$ cat src/rtl/ifetch_buffer.sv
// Instruction fetch buffer: accepts fetch addresses, reads the 1-cycle instruction BRAM,
// and queues {pc, instruction} pairs for decode. Define IFB_STALL_CNT_EN to add the stall_cnt port.
module ifetch_buffer #(
  parameter int DEPTH = 4,
  parameter int CNT_W = 16
) (
  input  logic                     clk,
  input  logic                     reset,
  input  logic                     start,
  input  logic                     flush,
  input  logic [31:0]              pc_in,
  input  logic                     pc_valid,
  output logic                     pc_ready,
  output logic                     imem_ena,
  output logic [31:0]              imem_addr,
  input  logic [31:0]              imem_rdata,
  output logic                     ins_valid,
  input  logic                     ins_ready,
  output logic [31:0]              ins_data,
  output logic [31:0]              ins_pc,
  output logic [$clog2(DEPTH):0]   count
`ifdef IFB_STALL_CNT_EN
  ,
  output logic [CNT_W-1:0]         stall_cnt
`endif
);

  localparam int AW = $clog2(DEPTH);

  logic [AW-1:0] wr_ptr;
  logic [AW-1:0] rd_ptr;
  logic [AW:0]   cnt;
  logic [AW:0]   occ;
  logic          inflight;
  logic [31:0]   inflight_pc;
  logic [31:0]   mem_pc  [DEPTH];
  logic [31:0]   mem_ins [DEPTH];
  logic          clear;
  logic          accept;
  logic          push;
  logic          pop;

  // Occupancy includes the outstanding read so its return always has a slot.
  assign occ      = cnt + {{AW{1'b0}}, inflight};
  assign clear    = flush | ~start;
  assign pc_ready = ~reset & start & ~flush & (occ < (AW+1)'(DEPTH));
  assign accept   = pc_valid & pc_ready;
  assign imem_ena = accept;
  assign imem_addr = {pc_in[31:2], 2'b00};

  assign push      = inflight & ~clear;
  assign ins_valid = (cnt != '0);
  assign pop       = ins_valid & ins_ready & ~clear;
  assign ins_data  = mem_ins[rd_ptr];
  assign ins_pc    = mem_pc[rd_ptr];
  assign count     = cnt;

  always_ff @(posedge clk or posedge reset) begin
    if (reset) begin
      wr_ptr      <= '0;
      rd_ptr      <= '0;
      cnt         <= '0;
      inflight    <= 1'b0;
      inflight_pc <= '0;
    end else if (clear) begin
      wr_ptr   <= '0;
      rd_ptr   <= '0;
      cnt      <= '0;
      inflight <= 1'b0;
    end else begin
      inflight <= accept;
      if (accept)
        inflight_pc <= pc_in;
      if (push)
        wr_ptr <= wr_ptr + 1'b1;
      if (pop)
        rd_ptr <= rd_ptr + 1'b1;
      case ({push, pop})
        2'b10:   cnt <= cnt + 1'b1;
        2'b01:   cnt <= cnt - 1'b1;
        default: cnt <= cnt;
      endcase
    end
  end

  always_ff @(posedge clk or posedge reset) begin
    if (reset) begin
      for (int i = 0; i < DEPTH; i++) begin
        mem_pc[i]  <= '0;
        mem_ins[i] <= '0;
      end
    end else if (push) begin
      mem_pc[wr_ptr]  <= inflight_pc;
      mem_ins[wr_ptr] <= imem_rdata;
    end
  end

`ifdef IFB_STALL_CNT_EN
  logic stall;
  assign stall = start & pc_valid & ~pc_ready & ~flush;

  always_ff @(posedge clk or posedge reset) begin
    if (reset)
      stall_cnt <= '0;
    else if (stall && !(&stall_cnt))
      stall_cnt <= stall_cnt + 1'b1;
  end
`endif

endmodule
$ cat config.mk
export PLATFORM = sky130hd
export DESIGN_NAME = ifetch_buffer
export DESIGN_NICKNAME = d
export VERILOG_FILES = /design/src/rtl/ifetch_buffer.sv
export SDC_FILE = /design/constraint.sdc
export NUM_CORES = 1
export LEC_CHECK = 0
export BUFFER_PORTS_ARGS = -buffer_cell sky130_fd_sc_hd__buf_2
export CAP_MARGIN = 0
export CORE_MARGIN = 10
export CORE_UTILIZATION = 60
export CTS_BUF_LIST = sky130_fd_sc_hd__clkbuf_8
export CTS_CLUSTER_DIAMETER = 50
export DETAILED_ROUTE_END_ITERATION = 6
export PLACE_DENSITY = 0.82
export SLEW_MARGIN = 5
export SYNTH_ARGS = -nofsm -noshare
export SYNTH_HDL_FRONTEND = slang
export SYNTH_SLANG_ARGS = --single-unit
$ cat constraint.sdc
create_clock -name clk -period 10.8 [get_ports clk]
set_input_delay 1.08 -clock clk [delete_from_list [all_inputs] [get_ports clk]]
set_output_delay 1.08 -clock clk [all_outputs]
set_load 0.02 [all_outputs]
* Yosys cells after proc, flatten, opt, wreduce, memory -nomap -nowiden
Index checks and enable logic that the tools add are counted.
** Storage, ports and cells
- Register bits after elaboration :: 296
- Input port bits :: 70
- Output and inout port bits :: 102
- Word-level logic and storage cells :: 61
** Cells by class
- Add/sub/neg operators :: 5
- $lt $le $gt $ge :: 4
- Equality and inequality tests :: 2
- Multiplexer cells :: 17
- Bitwise operators :: 14
- Reduce and logical (&&, ||, !) cells :: 6
** Operators by type and width (count)
- $bwmux 128 :: 2
- $mux 32 :: 5
- $bmux 32 s2 :: 2
- $demux 32 s2 :: 1
- $mux 2 :: 4
- $and 1x1->1 :: 7
- $ge 3x3->1 const B :: 2
- $not 2->3 :: 2
- $pmux 3 s2 :: 1
- $reduce_bool 3->1 :: 2
- $add 2x1->2 const B :: 2
- $not 1->1 :: 4
- $reduce_bool 2->1 :: 2
- $add 3x1->3 :: 1
- $add 3x1->3 const B :: 1
- $lt 3x1->1 const B :: 1
- $lt 3x3->1 const B :: 1
- $mux 3 :: 1
- $sub 3x1->3 const B :: 1
- $eq 2x1->1 const B :: 1
- $eq 2x2->1 const B :: 1
- $reduce_and 2->1 :: 1
- $logic_and 1x1->1 :: 1
- $mux 1 :: 1
- $or 1x1->1 :: 1

* Longest topological paths before layout
Gate-level depths: netlist of run 1.
- Word-level depth :: 7
- Depth in mapped cells :: 7
- Gate-level depth less buffers :: 6

* Worst setup path before layout of run 1
OpenSTA, ideal clock, no wires.
- Path kind :: input to output
- From :: input port reset
- To :: output port pc_ready
- Data arrival time :: 7.975 ns
- Data required time :: 9.720 ns
- Slack :: 1.745 ns
- Cell stages on the path :: 2
- Buffers on the path :: 0
- Cells stage by stage :: inv_1 > o211a_1
** Between the ends
- Word-level cells in the longest chain between the ends :: 4
** RTL lines
- start, declared :: line 8 : input logic reset,
- $not 1->1 :: line 46 : assign pc_ready = ~reset & start & ~flush & (occ < (AW+1)'(DEPTH));
- $and 1x1->1 (3 in series) :: line 46
- end, declared :: line 13 : output logic pc_ready,
Every way passes these cells.

* Final worst setup path of run 1
- From :: register rd_ptr[0]
- To :: output port ins_pc[11]
** Between the ends
- Word-level cells in the longest chain between the ends :: 4
** RTL lines
- start, declared :: line 31 : logic [AW-1:0] rd_ptr;
- start signal, assigned :: line 77 : rd_ptr <= rd_ptr + 1'b1;
- $not 2->3 (not written as such) :: line 55 : assign ins_pc = mem_pc[rd_ptr];
- $bmux 32 s2 :: line 55
- $mux 32 (not written as such) (2 in series) :: line 55
- end, declared :: line 20 : output logic [31:0] ins_pc,
Every way passes these cells. The select of a mux whose other input is x is not followed.

==> impl_metrics.yaml, run 1 <==
status:
  status: "complete, no violations"
place:
  gp_congestion: 0.720
  portBuffers: 169
  hpwl_um: 16200
  dp.cells: 1161
synthesis:
  synth.top_cell.area_share_pct: 55.6
  syn_area_mm2: 0.0133
  synth_xor_area_share_pct: 0.329
  synth-seq-area-share_pct: 55.6
  synth_compound_area_share_pct: 0.817
  yosys.area_share.simple_pct: 1.36
  yosysWarnings: 0
  synth_edf_count: 0
  synth_top_family_by_area: "multiplexers"
  yosysTopAreaCell: "dfrtp_1"
  avgSynthCellArea_um2: 17.1
  synthAdderAreaFrac_pct: 0.526
  synthMostInstantiatedCell: "dfrtp_1"
  synth.distinct_cells: 39
  synthMuxAreaShare_pct: 36.0
  synth_async_sr_flop_share_pct: 100
  syn_inst: 780
  synth-seq-cells: 296
  ys.flop_type: "dfrtp_1"
  synth_area_leaders: "dfrtp_1, mux2_2, mux4_2, mux2_4, buf_4"
  synthTopCellsByCount: "dfrtp_1, mux2_2, mux4_2, buf_4, mux2_4"
floorplanning:
  die_h_um: 169
  coreArea_mm2: 0.0218
  num_io_pins: 172
  rows: 54
  die_x_um: 169
  start_util_pct: 61.1
  die_area_mm2: 0.0286
clock_network:
  clk-insertion-delay-late_ns: 0.54
  cts_buffers: 49
  clkSinkCount: 296
  clk_path_buf_depth: 3
  cts.clk_slew.worst_paths_ns: 0.06
  cts_resized: 0
  hold_buffers: 0
  root_buffer: "clkbuf_8"
  htreeDepth: 2
  postCtsSetupRepairBufs: 0
  cts_tree: "built"
critical_path:
  end_kind: "output port"
  crit_buf_inv: 2
  crit_required_ns: 9.72
  critPathTopFamily: "buffers and inverters"
  r2r-end: "mem_ins[118]"
  r2r-start: "inflight"
  critPathArrivalTime_ns: 2.79
  rrSetupSlack_ns: 8.33
  path_cells: "buf_4 -> mux4_2 -> buf_2"
  cp_max_fo: 34
  crit_type: "flop to output port"
  cpMaxStageDelayCell: "dfrtp_4"
  max_stage_delay_ns: 0.80
  reg2reg_depth: 3
  start_kind: "flop"
global_route:
  overflow: 0
  grt_max_degree: 92
  grt_pass1_wl_um: 42700
  antenna_found_initial: 0
  grt_use_total_pct: 18.4
  grt_pass1_vias: 7867
finish:
  drive_gt1_share_pct: 64.4
  post-route-util_pct: 68.8
  stdcell_count: 1253
  nNetsFinal: 1007
  fillers: 1518
  area_growth_pct: 12.7
min_path:
  min_from: "mem_pc[43]"
  min_path_cells: 1
  min_to: "mem_pc[43]"
  hp-class: "flop to flop"
routing:
  drc_errors: 0
  first_pass_iters: 5
  ant_nets: 0
  routed_wl_um: 26200
  vias: 7120
  drt_iter0_drc: 445
  wl_per_cell_um: 20.9
  vias_per_cell: 5.68
sta:
  maxSlewViolCount: 0
  slew_headroom_pct: 29.9
  hold_viol_final: 0
  period_needed_ns: 3.87
  fmax_ghz: 0.258
  fin_worst_skew_ns: 0.0186
  grt_setup_unrepaired: "no"
  tightest_slew_ns: 1.05
  setup_viol: 0
  layout_worst_path_cycle_share_pct: 35.9
  finalSetupTns_ns: 0
pwr:
  leakagePower_nw: 7.66
  power_density_mw_per_mm2: 175
  ir_worst_vdd_mv: 0.109
flow_run:
  drv_cap: 0
[metal layers]
layer	GRT usage, %	up-vias	share of wire [%]
li1	-	3168	-
met1	24.3	3743	44
met2	29.9	173	50
met3	4.40	36	5.4
met4	4.77	0	1.5
met5	0	-	0
[power breakdown]
group          switching, mW  total (mW)  leakage (nW)  internal (mW)
clock                  0.436        1.05         0.609          0.610
sequential            0.0603        1.25          4.01           1.19
combinational          0.171       0.329          3.05          0.158
[layout by cell type (no fill, tap or decap), types with 2 or more instances in the layout]
cell       count
dfrtp_1      294
mux2_2       260
buf_2        169
clkbuf_8      68
mux4_2        64
mux2_4        28
inv_1         13
clkinv_2      10
buf_4         10
nor2_1         9
nand3_4        4
ha_1           4
o21ai_0        3
xnor2_1        3
a31oi_1        2
xor2_1         2
conb_1         2
bufinv_16      2
dfrtp_4        2
[flip-flops by register name, indices dropped and copies added (netlist names)]
name,cells
count,3
inflight,1
inflight_pc,32
mem_ins,128
mem_pc,128
rd_ptr,2
wr_ptr,2
[logic make-up after synthesis]
logic type | after synthesis
compound gates | 13
xor+xnor | 5
fa+ha+maj | 5
buf+inv | 84
flops | 296
mux | 353
other cells | 1
simple gates | 23
[worst max path at each step]
stage / start / endpoint / cells past startpoint
6_report: rd_ptr[0] / ins_pc[11] / 3
5_1_grt: rd_ptr[0] / ins_pc[6] / 3
4_1_cts: rd_ptr[0] / ins_pc[11] / 3
3_5_place_dp: flush / mem_ins[81] / 5
3_3_place_gp: flush / mem_ins[66] / 5
2_1_floorplan: reset / count[0] / 1
[cell type report]
cell class                 instances  area (um2)  share of cell area [%]
tap                              280         350                    2.33
multi-input combinational        401        5210                    34.7
antenna                            1        2.50                  0.0167
sequential                       296        7410                    49.4
clock inverter                    23         160                    1.07
clock buffer                      68         936                    6.23
inverter                           5        26.3                   0.175
timing repair buffer             179         921                    6.13
[per-stage QoR]
step           total power, mW  area [um2]  hold slack (ns)  setup slack (ns)
2_1_floorplan             1.49       13300            0.474              1.53
6_report                  2.62       15000            0.499              6.93
3_5_place_dp              1.60       13900            0.487              7.30
3_3_place_gp              1.59       13900            0.481              7.33
5_1_grt                   2.74       15000            0.509              6.72
4_1_cts                   2.66       15000            0.501              6.83
Note: power is estimated with default switching activity, not from simulation.
==> run 2, diff against run 1 <==
- CORE_UTILIZATION: 60 -> 54
- PLACE_DENSITY: 0.82 -> 0.78
- clock period: 10.8 -> 3.4 ns (I/O delays scaled with it)
==> run 2 against run 1 <==
  * Sequential share of layout area down 0.62 points
  * Sequential power rose to 3.2 times the previous value
  * Global-route usage down 1.0 points
  * Critical path depth up 1
  * Clock power rose to 2.9 times the previous value
  * Power rose to 3.1 times the previous value
==> impl_metrics.yaml, run 2 (synthesized netlist as in run 1, its figures left out) <==
sta:
  setup_viol: 0
  postLayoutSetupSlackWorst_ns: 0.541
  finalSetupTns_ns: 0
  fin_worst_skew_ns: 0.0184
  grt_setup_unrepaired: "no"
  maxSlewViolCount: 0
  fmax_ghz: 0.350
  slew_headroom_pct: 33.1
  tightest_slew_ns: 1.00
  hold_viol_final: 0
  layout_worst_path_cycle_share_pct: 84.1
  period_needed_ns: 2.86
pwr:
  power_density_mw_per_mm2: 534
  ir_worst_vdd_mv: 0.385
  leakagePower_nw: 7.76
critical_path:
  max_stage_delay_ns: 0.82
  cpMaxStageDelayCell: "dfrtp_1"
  startpoint: "inflight"
  crit_type: "flop to output port"
  rrSetupSlack_ns: 0.96
  r2r-end: "count[1]"
  crit_end: "imem_ena"
  reg2reg_depth: 5
  crit_cells: 4
  crit_buf_inv: 2
  end_kind: "output port"
  path_cells: "a31oi_2 -> o21ai_4 -> inv_1 -> buf_2"
  cp_max_fo: 17
  critPathTopFamily: "compound AO/OA/AOI/OAI gates"
  r2r-start: "count[0]"
  critPathArrivalTime_ns: 2.52
  start_kind: "flop"
  crit_required_ns: 3.06
floorplanning:
  die_area_mm2: 0.0314
  rows: 57
  die_h_um: 177
  num_io_pins: 172
  start_util_pct: 54.8
  coreArea_mm2: 0.0243
  die_x_um: 177
status:
  status: "complete, no violations"
routing:
  wl_per_cell_um: 20.3
  drt_iter0_drc: 390
  vias_per_cell: 5.46
  drc_errors: 0
  first_pass_iters: 4
  ant_nets: 0
  routed_wl_um: 26800
  vias: 7194
global_route:
  antenna_found_initial: 0
  grt_pass1_vias: 8005
  grt_max_degree: 143
  grt_use_total_pct: 17.3
  overflow: 0
  grt_pass1_wl_um: 43800
finish:
  final_common_cell: "dfrtp_1"
  drive_gt1_share_pct: 62.9
  fillers: 1827
  most-common-layout-cells: "dfrtp_1, mux2_2, buf_2, mux4_2, clkbuf_8"
  nNetsFinal: 1028
  area_growth_pct: 14.1
  largestRegisters: "mem_ins x128, mem_pc x128, inflight_pc x32"
  post-route-util_pct: 62.6
clock_network:
  cts.clk_slew.worst_paths_ns: 0.06
  htreeDepth: 2
  cts_tree: "built"
  clk-insertion-delay-late_ns: 0.55
  root_buffer: "clkbuf_8"
  clkSinkCount: 296
  clk_path_buf_depth: 3
  cts_resized: 0
  cts_buffers: 50
place:
  place_ws_ns: 0.953
  portBuffers: 169
  hpwl_um: 17000
  gp_congestion: 0.729
flow_run:
  drv_cap: 0
min_path:
  hp-class: "input pin to flop"
  min_path_cells: 2
-- run 2: cell types whose count changed in the layout (fill, tap and decap cells not counted), moves of 5 or more --
| cell | previous run | this run |
|---|---|---|
| buf_4 | 10 | 17 |
| inv_1 | 13 | 27 |
| dlygate4sd3_1 | 0 | 8 |
| clkbuf_8 | 68 | 62 |
| buf_12 | 0 | 5 |
| clkinv_2 | 10 | 3 |
-- run 2: how the worst min path moves through the flow --
| stage | start | endpoint | slack [ns] |
|---|---|---|---|
| final | pc_in[22] | inflight_pc[22] | 0.03 |
| after global routing | pc_in[22] | inflight_pc[22] | 0.01 |
| after CTS | pc_in[22] | inflight_pc[22] | 0.001 |
| after detailed placement | mem_pc[42] | mem_pc[42] | 0.49 |
| after global placement | mem_pc[41] | mem_pc[41] | 0.48 |
| after floorplan | mem_ins[32] | mem_ins[32] | 0.47 |
-- run 2: repair_timing --
item / in CTS / in global routing
hold buffers: 8 / 0
buffers inserted: 0 / 0
hold endpoints to repair: 8 / 0
-- run 2: power breakdown --
part           internal, mW  switching, mW
Sequential             3.77          0.188
Clock                  1.72           1.37
Combinational         0.514          0.555
Total                  6.00           2.12
-- run 2: stage by stage --
stage,power [mW],cell area [um2],instances,hold WS (ns)
final,8.12,15200,1318,0.0342
after global routing,8.50,15200,1316,0.0121
after CTS,8.23,15200,1316,0.00103
after detailed placement,5.10,14100,1217,0.487
after global placement,5.08,14100,1217,0.482
after floorplan,4.73,13300,781,0.474
-- run 2: layout make-up --
cell class              count  area [um2]  area share [%]
inverters                   5        22.5           0.148
multi-input cells         401        5210            34.3
diodes                      2        5.00          0.0329
clock inverters            29         148           0.970
well taps                 324         405            2.66
flip-flops and latches    296        7410            48.7
clock buffers              62         853            5.61
repair buffers            199        1150            7.58
-- run 2: metal layers --
| metal | share of wire (%) | routed length [um] | vias up | GRT usage, % |
|---|---|---|---|---|
| li1 | - | - | 3204 | - |
| met1 | 45 | 12100 | 3800 | 23.4 |
| met2 | 48 | 12900 | 154 | 27.7 |
| met3 | 5.4 | 1460 | 36 | 4.10 |
| met4 | 1.5 | 399 | 0 | 4.52 |
| met5 | 0 | 0 | - | 0 |
